$ cat config.mk
export PLATFORM = sky130hd
export DESIGN_NAME = multicycle_control
export DESIGN_NICKNAME = d
export VERILOG_FILES = /design/src/rtl/control_pkg.sv /design/src/rtl/alu_decoder.sv /design/src/rtl/multicycle_control.sv
export SDC_FILE = /design/constraint.sdc
export NUM_CORES = 1
export LEC_CHECK = 0
export CAP_MARGIN = 20
export CORE_ASPECT_RATIO = 1.4
export CORE_UTILIZATION = 36
export DETAILED_ROUTE_END_ITERATION = 10
export PLACE_DENSITY = 0.84
export SETUP_SLACK_MARGIN = 0.4
export SLEW_MARGIN = 5
export SYNTH_ARGS = -nofsm -noshare
export SYNTH_HDL_FRONTEND = slang
export SYNTH_HIERARCHICAL = 1
export SYNTH_SLANG_ARGS = --single-unit
$ cat constraint.sdc
create_clock -name clk -period 1.3 [get_ports clk]
set_clock_uncertainty 0.05 [all_clocks]
set_input_delay 0.13 -clock clk [delete_from_list [all_inputs] [get_ports clk]]
set_output_delay 0.13 -clock clk [all_outputs]
set_load 0.005 [all_outputs]
$ cat src/rtl/control_pkg.sv
// Shared encodings for the multi-cycle control sequencer.
// The TRAP state exists only when ILLEGAL_TRAP_EN is defined.
package control_pkg;

`ifdef ILLEGAL_TRAP_EN
  typedef enum logic [3:0] {
    StFetch, StDecode, StMemAdr, StMemRd, StMemWb, StMemWr, StExec,
    StAluWb, StBranch, StJump, StAddiEx, StAddiWb, StTrap
  } state_e;
`else
  typedef enum logic [3:0] {
    StFetch, StDecode, StMemAdr, StMemRd, StMemWb, StMemWr, StExec,
    StAluWb, StBranch, StJump, StAddiEx, StAddiWb
  } state_e;
`endif

  localparam logic [5:0] OpLw    = 6'b100011;
  localparam logic [5:0] OpSw    = 6'b101011;
  localparam logic [5:0] OpRtype = 6'b000000;
  localparam logic [5:0] OpBeq   = 6'b000100;
  localparam logic [5:0] OpBne   = 6'b000101;
  localparam logic [5:0] OpJ     = 6'b000010;
  localparam logic [5:0] OpAddi  = 6'b001000;

  localparam logic [5:0] FnAdd = 6'b100000;
  localparam logic [5:0] FnSub = 6'b100010;
  localparam logic [5:0] FnAnd = 6'b100100;
  localparam logic [5:0] FnOr  = 6'b100101;
  localparam logic [5:0] FnSlt = 6'b101010;

  localparam logic [2:0] AluAdd = 3'b010;
  localparam logic [2:0] AluSub = 3'b110;
  localparam logic [2:0] AluAnd = 3'b000;
  localparam logic [2:0] AluOr  = 3'b001;
  localparam logic [2:0] AluSlt = 3'b111;

  localparam logic [1:0] SrcBReg   = 2'b00;
  localparam logic [1:0] SrcBFour  = 2'b01;
  localparam logic [1:0] SrcBImm   = 2'b10;
  localparam logic [1:0] SrcBImmSh = 2'b11;

  localparam logic [1:0] PcSrcAlu    = 2'b00;
  localparam logic [1:0] PcSrcAluOut = 2'b01;
  localparam logic [1:0] PcSrcJump   = 2'b10;

endpackage

$ cat src/rtl/alu_decoder.sv
// Combinational funct -> ALUControl decode for R-type instructions.
// Unknown funct codes fall back to add rather than trapping.
module alu_decoder
  import control_pkg::*;
(
  input  logic [5:0] funct,
  output logic [2:0] alu_control
);

  always_comb begin
    alu_control = AluAdd;
    unique case (funct)
      FnSub:   alu_control = AluSub;
      FnAnd:   alu_control = AluAnd;
      FnOr:    alu_control = AluOr;
      FnSlt:   alu_control = AluSlt;
      default: alu_control = AluAdd;
    endcase
  end

endmodule

$ cat src/rtl/multicycle_control.sv
// Multi-cycle MIPS-subset control FSM with memory ready handshake.
// Define ILLEGAL_TRAP_EN to lock in a TRAP state on undefined opcodes.
module multicycle_control
  import control_pkg::*;
(
  input  logic       clk,
  input  logic       rst_n,
  input  logic [5:0] opcode,
  input  logic [5:0] funct,
  input  logic       zero,
  input  logic       mem_ready,
  output logic       IorD,
  output logic       IRWrite,
  output logic       PCWrite,
  output logic       ALUSrcA,
  output logic       RegDst,
  output logic       MemToReg,
  output logic       RegWrite,
  output logic       MemRead,
  output logic       MemWrite,
  output logic [1:0] ALUSrcB,
  output logic [1:0] PCSrc,
  output logic [2:0] ALUControl,
  output logic       instr_done,
  output logic       illegal
);

  state_e     state_q, state_d;
  logic [2:0] funct_alu;
  logic       ir_write, pc_write;

  alu_decoder u_alu_decoder (
    .funct       (funct),
    .alu_control (funct_alu)
  );

  always_ff @(posedge clk or negedge rst_n) begin
    if (!rst_n) state_q <= StFetch;
    else        state_q <= state_d;
  end

  always_comb begin
    state_d    = state_q;
    IorD       = 1'b0;
    ir_write   = 1'b0;
    pc_write   = 1'b0;
    ALUSrcA    = 1'b0;
    RegDst     = 1'b0;
    MemToReg   = 1'b0;
    RegWrite   = 1'b0;
    MemRead    = 1'b0;
    MemWrite   = 1'b0;
    ALUSrcB    = SrcBReg;
    PCSrc      = PcSrcAlu;
    ALUControl = AluAnd;
    instr_done = 1'b0;
    illegal    = 1'b0;

    unique case (state_q)
      StFetch: begin
        MemRead    = 1'b1;
        ALUSrcB    = SrcBFour;
        ALUControl = AluAdd;
        ir_write   = mem_ready;
        pc_write   = mem_ready;
        if (mem_ready) state_d = StDecode;
      end
      StDecode: begin
        // Precompute the branch target into ALUOut while the opcode is decoded.
        ALUSrcB    = SrcBImmSh;
        ALUControl = AluAdd;
        unique case (opcode)
          OpLw, OpSw:   state_d = StMemAdr;
          OpRtype:      state_d = StExec;
          OpBeq, OpBne: state_d = StBranch;
          OpJ:          state_d = StJump;
          OpAddi:       state_d = StAddiEx;
          default: begin
`ifdef ILLEGAL_TRAP_EN
            state_d = StTrap;
`else
            state_d    = StFetch;
            instr_done = 1'b1;
`endif
          end
        endcase
      end
      StMemAdr: begin
        ALUSrcA    = 1'b1;
        ALUSrcB    = SrcBImm;
        ALUControl = AluAdd;
        state_d    = (opcode == OpSw) ? StMemWr : StMemRd;
      end
      StMemRd: begin
        IorD    = 1'b1;
        MemRead = 1'b1;
        if (mem_ready) state_d = StMemWb;
      end
      StMemWb: begin
        MemToReg   = 1'b1;
        RegWrite   = 1'b1;
        instr_done = 1'b1;
        state_d    = StFetch;
      end
      StMemWr: begin
        IorD     = 1'b1;
        MemWrite = 1'b1;
        if (mem_ready) begin
          instr_done = 1'b1;
          state_d    = StFetch;
        end
      end
      StExec: begin
        ALUSrcA    = 1'b1;
        ALUControl = funct_alu;
        state_d    = StAluWb;
      end
      StAluWb: begin
        RegDst     = 1'b1;
        RegWrite   = 1'b1;
        instr_done = 1'b1;
        state_d    = StFetch;
      end
      StBranch: begin
        ALUSrcA    = 1'b1;
        ALUControl = AluSub;
        PCSrc      = PcSrcAluOut;
        pc_write   = (opcode == OpBne) ? ~zero : zero;
        instr_done = 1'b1;
        state_d    = StFetch;
      end
      StJump: begin
        PCSrc      = PcSrcJump;
        pc_write   = 1'b1;
        instr_done = 1'b1;
        state_d    = StFetch;
      end
      StAddiEx: begin
        ALUSrcA    = 1'b1;
        ALUSrcB    = SrcBImm;
        ALUControl = AluAdd;
        state_d    = StAddiWb;
      end
      StAddiWb: begin
        RegWrite   = 1'b1;
        instr_done = 1'b1;
        state_d    = StFetch;
      end
`ifdef ILLEGAL_TRAP_EN
      StTrap: begin
        illegal = 1'b1;
      end
`endif
      default: state_d = StFetch;
    endcase
  end

  // No PC/IR update may slip through while reset is held.
  assign IRWrite = ir_write & rst_n;
  assign PCWrite = pc_write & rst_n;

endmodule

==> results by group, run 1 <==
Logic synthesis
  – Yosys top cell area share: 0.1463
  – Syn Inst Count: 102
  – Synth area leader: dfrtp_1
  – Avg Inst Size Synth: 6.710 um^2
  – Asr flop ratio synth: 1.000
  – Syn nets: 118
  – Sequential share of the synthesized area: 0.1463
  – Netlist cell types: 36
  – YS warnings: 6
  – Ranking of synthesized cells by area: dfrtp_1, nor2_1, nand2b_1
  – EDFF count, synth: 0
  – Seq cells post-synth: 4
  – Main flop type after synthesis: dfrtp_1
  – Synthesized area: 684.4 um^2
  – Top-count cell post-synth: nor2_1
  – Most frequent cells after synthesis: nor2_1, nand2b_1, o21ai_1

Outcome
  – Last stage: global routing (5_1_grt)
  – Status: aborted with a tool error
  – Run Error: [ERROR DPL-0038] Utilization greater than 100%, impossible to legalize

Placed design
  – Final GP Congestion: 0.8957
  – PortBufs: 32
  – Inst Count DP: 178
  – Post-detail-place hpwl: 2014 um

Floorplan
  – Die W: 38.85 um
  – Initial Util: 0.3847
  – Row cnt: 18
  – Die H: 53.59 um
  – I/O pin total: 34

Global route
  – Largest net degree at the start of global routing: 11

Clocking
  – Root Driver: clkbuf_4
  – TritonCTS sink count: 4
  – CTS Buf Count: 3
  – Htree depth: 1
  – Clock Path Buffers: 2

STA
  – Grt repair worst endpoint: RegWrite
  – Worst endpoint type: top-level output
cell families after synthesis:
logic type | Yosys count | share of synthesized area
DFF | 4 | 0.1463
other | 1 | 0.005479
buffers and inverters | 10 | 0.06765
xor gates and xnor gates | 3 | 0.03840
AOI/OAI and AO/OA | 26 | 0.2450
and+or+nand+nor | 58 | 0.4973
metrics by stage:
| stage | setup TNS (ps) | hold slack (ps) | cell area (um^2) | util | setup slack (ps) |
|---|---|---|---|---|---|
| 3_3_place_gp | -8211 | 434.4 | 1291 | 0.7257 | -744.0 |
| 2_1_floorplan | -24.65 | -215.6 | 787.0 | - | -24.65 |
| 4_1_cts | -4486 | 188.9 | 1687 | 0.9480 | -352.3 |
| 3_5_place_dp | -8868 | 450.5 | 1291 | 0.7257 | -859.1 |
timing repair:
item / in CTS
buffers inserted: 28
setup endpoints to repair: 21
hold buffers: 0
gates resized for setup: 129
pin swaps: 18
==> run 2, diff against run 1 <==
--- a/config.mk
+++ b/config.mk
@@ -6,11 +6,10 @@
 export NUM_CORES = 1
 export LEC_CHECK = 0
 export CAP_MARGIN = 20
-export CORE_ASPECT_RATIO = 1.4
-export CORE_UTILIZATION = 36
+export CORE_AREA = 2 2 63 65
 export DETAILED_ROUTE_END_ITERATION = 10
-export PLACE_DENSITY = 0.84
-export SETUP_SLACK_MARGIN = 0.4
+export DIE_AREA = 0 0 65 67
+export PLACE_DENSITY_LB_ADDON = 0.15
 export SLEW_MARGIN = 5
 export SYNTH_ARGS = -nofsm -noshare
 export SYNTH_HDL_FRONTEND = slang
==> constraint.sdc (replaced) <==
create_clock -name clk -period 1.7 [get_ports clk]
set_clock_uncertainty 0.05 [all_clocks]
set_input_delay 0.17 -clock clk [delete_from_list [all_inputs] [get_ports clk]]
set_output_delay 0.17 -clock clk [all_outputs]
set_load 0.005 [all_outputs]
==> results by group, run 2 <==
Outcome
  – Status: completed

STA
  – Setup ws final: 61.60 ps
  – Fin crit period: 1638 ps
  – Peak Freq: 0.6104 GHz
  – Fin. max-slew vios: 0
  – Fin crit share: 0.9638
  – Final setup fails: 0
  – Final Hold Fails: 0

Pwr
  – P_int: 987.9 uW
  – Power Dens Cells: 1126 mW/mm^2
  – Design Power: 1652 uW
  – Clock power frac: 0.115
  – Lkg Pwr: 0.0006844 uW
  – Combinational power share: 0.782
  – Switch Pwr: 664.1 uW
  – Max VDD drop: 0.0002928 V
  – Sw Ratio: 0.4020
  – Sequential Power Share: 0.103

Critical path
  – Worst-path fanout max: 5
  – R2R cell count: 5
  – CP max stage cell: dfrtp_1
  – Critical path launch point type: register
  – Critical Path AT: 1420 ps
  – R2r setup slk: 100 ps
  – Type of the worst setup path: register to output pin
  – Critical Path RT: 1480 ps
  – Crit-path cells: or2_4 > buf_4 > nor4_4 > buf_2
  – Crit path capture type: output pin
  – Worst R2R End: state_q[2]
  – Max incr delay on CP: 410 ps
  – Critical R2R Launch: state_q[3]

Job
  – MaxCap Viol Count: 0

Placed design
  – Post-detail-place hpwl: 2008 um
  – Pre-CTS setup slack: -517.5 ps
  – Placed Area: 0.001236 mm^2
  – PortBufs: 32
  – Final GP Congestion: 0.7789
  – Inst Count DP: 202

Logic synthesis
  – Netlist cell types: 36
  – Syn nets: 118
  – Most frequent cells after synthesis: nor2_1, nand2b_1, o21ai_1
  – EDFF count, synth: 0
  – Top-count cell post-synth: nor2_1
  – Sequential share of the synthesized area: 0.1463
  – Syn Inst Count: 102
  – Seq cells post-synth: 4
  – Main flop type after synthesis: dfrtp_1
  – Synth area leader: dfrtp_1
  – Asr flop ratio synth: 1.000
  – Ranking of synthesized cells by area: dfrtp_1, nor2_1, nand2b_1
  – Yosys top cell area share: 0.1463
  – Avg Inst Size Synth: 6.710 um^2
  – YS warnings: 6
  – Synthesized area: 684.4 um^2

Clocking
  – Clock-pin slew on the worst setup and hold paths: 30 ps
  – Skew-Pair Late Insertion Delay: 210 ps
  – Clock Path Buffers: 2
  – CTS tree: built
  – TritonCTS sink count: 4
  – CTS Buf Count: 3
  – Root Driver: clkbuf_8
  – Htree depth: 1
  – CTS Hold Bufs: 0

Layout
  – Largest Register: state_q
  – Share of cells above drive strength 1: 0.4107
  – Layout Cells excl Fill: 216
  – Most frequent cells in the layout: buf_4, dlygate4sd2_1, nor2_1, o21ai_1, clkdlybuf4s50_1
  – Filler Cell Count: 385
  – Largest register FFs: 4
  – Commonest non-fill, non-tap cell in the layout: buf_4
  – Biggest regs: state_q x4
  – Final core utilization: 0.4070
  – # diodes: 0
  – FF+latch area: 101.3 um^2
  – Fin area: 0.001468 mm^2
  – Multi-input gate area: 664.4 um^2
  – Synth-to-Final Area Change: 114.4%
  – Nets: 186

Global route
  – Overall Global Routing Usage: 0.1312
  – Vias in the first global route: 1046
  – Largest net degree at the start of global routing: 13
  – Initial antenna violation count: 0
  – First-pass GRT wire length: 4505 um
  – Grt ovf: 0

Route
  – DRT Pass-1 Iters: 2
  – Initial DRC count: 22
  – Vias/cell: 4.690
  – Residual DRC: 0
  – Average routed wire per standard cell: 12.54 um
  – Via count: 1013
  – Routed WL: 2708 um
  – Final ANT Viol Nets: 0

Floorplan
  – Total core area: 0.003606 mm^2
  – Initial Util: 0.1898
  – Row cnt: 22
  – Die H: 67 um
  – Die W: 65 um
  – I/O pin total: 34
  – Die footprint: 0.004355 mm^2

Worst hold path
  – Worst min path class: input port to asynchronous set/reset pin
-- run 2: worst max-delay path by stage --
| stage | from | end | depth (start not counted) |
|---|---|---|---|
| CTS | opcode[2] | instr_done | 7 |
| detailed placement | opcode[1] | instr_done | 6 |
| finish | state_q[3] | IRWrite | 4 |
| global placement | opcode[3] | instr_done | 6 |
| floorplan | state_q[2] | state_q[1] | 6 |
| global route | state_q[0] | instr_done | 5 |
-- run 2: power by group through the flow --
stage / clock [uW] / sequential, uW / combinational (uW)
after floorplan: 0 / 142 / 463
after global placement: 0 / 164 / 1020
after detailed placement: 0 / 164 / 1010
after CTS: 196 / 173 / 1200
after global routing: 206 / 174 / 1400
final: 191 / 169 / 1290
-- run 2: critical path, delay by kind of cell (launching register included) --
family	cells	cell delay (ps)
and+or+nand+nor	2	500
DFF	1	410
buffers and inverters	2	300
-- run 2: what timing repair did --
item / 4_1_cts / 5_1_grt
setup buffers: 9 / 3
setup endpoints to repair: 17 / 7
pin swaps: 7 / 9
resized for setup: 56 / 14
cloned: 0 / 0
-- run 2: metrics by stage --
stage / setup TNS, ps / hold slack [ps]
after floorplan: 0 / -175.6
after global placement: -2088 / 563.6
after detailed placement: -2246 / 565.4
after CTS: -61.16 / 348.5
after global routing: -35.04 / 368.9
final: 0 / 342.1
-- run 2: cells by family (layout without fill, tap and decap cells) --
group           Yosys count  count (layout)  synth area share
other cells               1               1          0.005479
simple gates             58              58            0.4973
xor+xnor                  3               3           0.03840
buf+inv                  10              76           0.06765
flops                     4               4            0.1463
compound gates           26              26            0.2450
-- run 2: routing by layer --
layer / vias up / share of wire / global-route usage
li1: 496 / - / -
met1: 480 / 0.41 / 0.1427
met2: 31 / 0.53 / 0.2590
met3: 6 / 0.036 / 0.02027
met4: 0 / 0.021 / 0.03723
met5: - / 0 / 0
-- run 2: layout make-up --
class                           count  share of cell area
Clock buffer                        3             0.02813
Inverter                            2            0.005115
Multi-Input combinational cell     88              0.4527
Sequential cell                     4             0.06905
Tap cell                           48             0.04092
Timing Repair Buffer               71              0.4041
Note: power is estimated with default switching activity, not from simulation.
==> run 3, diff against run 2 <==
==> constraint.sdc (replaced) <==
create_clock -name clk -period 2.01 [get_ports clk]
set_clock_uncertainty 0.05 [all_clocks]
set_input_delay 0.201 -clock clk [delete_from_list [all_inputs] [get_ports clk]]
set_output_delay 0.201 -clock clk [all_outputs]
set_load 0.005 [all_outputs]
==> results by group, run 3 (synthesis gave the netlist of run 2 again) <==
Outcome
  – Status: completed

Layout
  – # diodes: 0
  – Most frequent cells in the layout: buf_4, clkdlybuf4s50_1, nor2_1, o21ai_1, dlygate4sd2_1
  – Largest register FFs: 4
  – Largest Register: state_q
  – Multi-input gate area: 583.1 um^2
  – Layout Cells excl Fill: 201
  – FF+latch area: 105.1 um^2
  – Filler Cell Count: 396
  – Synth-to-Final Area Change: 89.76%
  – Fin area: 0.001299 mm^2
  – Share of cells above drive strength 1: 0.2745
  – Commonest non-fill, non-tap cell in the layout: buf_4
  – Biggest regs: state_q x4
  – Nets: 171

STA
  – Final setup fails: 0
  – Fin. max-slew vios: 0
  – Fin crit share: 0.9661
  – RSZ-0062 raised after global routing: false
  – Final Hold Fails: 0
  – Peak Freq: 0.5150 GHz
  – Fin crit period: 1942 ps

Route
  – Via count: 923
  – Routed WL: 2315 um
  – DRT Pass-1 Iters: 4
  – Initial DRC count: 45
  – Average routed wire per standard cell: 11.52 um
  – Vias/cell: 4.592
  – Final ANT Viol Nets: 0
  – Residual DRC: 0

Clocking
  – Clock Path Buffers: 2
  – CTS Buf Count: 3
  – Clock-pin slew on the worst setup and hold paths: 30 ps
  – Htree depth: 1
  – Skew-Pair Late Insertion Delay: 210 ps
  – CTS tree: built
  – TritonCTS sink count: 4
  – Root Driver: clkbuf_8

Pwr
  – Switch Pwr: 443.3 uW
  – Combinational power share: 0.710
  – Design Power: 1129 uW
  – Sw Ratio: 0.3928
  – P_int: 685.4 uW
  – Power Dens Cells: 869.0 mW/mm^2
  – Max VDD drop: 0.0002411 V
  – Sequential Power Share: 0.146
  – Lkg Pwr: 0.0005569 uW
  – Clock power frac: 0.144

Floorplan
  – Total core area: 0.003606 mm^2
  – Row cnt: 22
  – Initial Util: 0.1898
  – Die H: 67 um
  – Die footprint: 0.004355 mm^2
  – Die W: 65 um
  – I/O pin total: 34

Global route
  – Overall Global Routing Usage: 0.1112
  – Initial antenna violation count: 0
  – Grt ovf: 0
  – Vias in the first global route: 925
  – First-pass GRT wire length: 3939 um
  – Largest net degree at the start of global routing: 15

Critical path
  – Crit path capture type: output pin
  – Critical Path AT: 1690 ps
  – Type of the worst setup path: register to output pin
  – Worst-path fanout max: 7
  – Critical path launch point type: register
  – Critical Path RT: 1760 ps

Job
  – MaxCap Viol Count: 0

Worst hold path
  – Worst min path class: input port to asynchronous set/reset pin

Placed design
  – PortBufs: 32
  – Final GP Congestion: 0.7571
  – Post-detail-place hpwl: 1926 um
  – Inst Count DP: 194
  – Placed Area: 0.001176 mm^2
-- run 3: cell types whose count changed in the layout (fill, tap and decap cells not counted), moves of 4 or more --
cell	delta
clkdlybuf4s50_1	+14
buf_4	-9
dlygate4sd2_1	-9
buf_6	-6
nand2b_1	+4
nand2b_4	-4
-- run 3: worst max-delay path: stages, from the launching register on --
cell and delay, ps:
dfrtp_2 460, buf_4 180, nor3_1 210, or2_1 130, clkdlybuf4s50_1 490
-- run 3: metal layers --
metal | routed length [um] | vias to the layer above | share of wire | GRT usage
li1 | - | 469 | - | -
met1 | 1054 | 434 | 0.46 | 0.1364
met2 | 1162 | 20 | 0.50 | 0.2062
met3 | 98 | 0 | 0.042 | 0.01351
met4 | 0 | 0 | 0 | 0.02394
met5 | 0 | - | 0 | 0
-- run 3: path summary, 6_finish.rpt --
check,from,to,slack [ps],cells after the start
max reg2reg,state_q[0],state_q[2],480,4
min reg2reg,state_q[3],state_q[1],620,2
min in group clk,opcode[4],state_q[1],560,4
max in group asynchronous,rst_n,state_q[0],1490,2
max,state_q[1],RegWrite,70,4
min,rst_n,state_q[3],300,2
-- run 3: layout make-up --
class                   count  area share
repair buffers             56      0.3863
multi-input cells          88      0.4489
well taps                  48     0.04624
flip-flops and latches      4     0.08092
inverters                   2    0.005780
clock buffers               3     0.03179
-- run 3: power by group through the flow --
stage | registers (uW) | logic, uW | clock network, uW
floorplan | 120 | 392 | 0
global placement | 153 | 784 | 0
detailed placement | 154 | 780 | 0
CTS | 158 | 782 | 166
global route | 169 | 877 | 172
finish | 165 | 801 | 162
-- run 3: metrics by stage --
step / util / worst slack [ps] / hold WS [ps] / TNS [ps]
global placement: 0.3262 / -222.7 / 517.6 / -443.8
finish: 0.3602 / 68.07 / 302.6 / 0
CTS: 0.3463 / -3.302 / 298.5 / -3.302
global route: 0.3602 / 9.057 / 312.0 / 0
detailed placement: 0.3262 / -247.5 / 517.7 / -515.0
floorplan: - / 647.5 / -144.6 / 0
-- run 3: timing repair --
action / in CTS / in global routing
pin swaps: 2 / 0
cloned: 0 / 0
endpoints found under the setup margin: 7 / 7
setup buffers: 2 / 2
endpoints found under the hold margin: 0 / 0
resized for setup: 15 / 11
hold buffers: 0 / 0
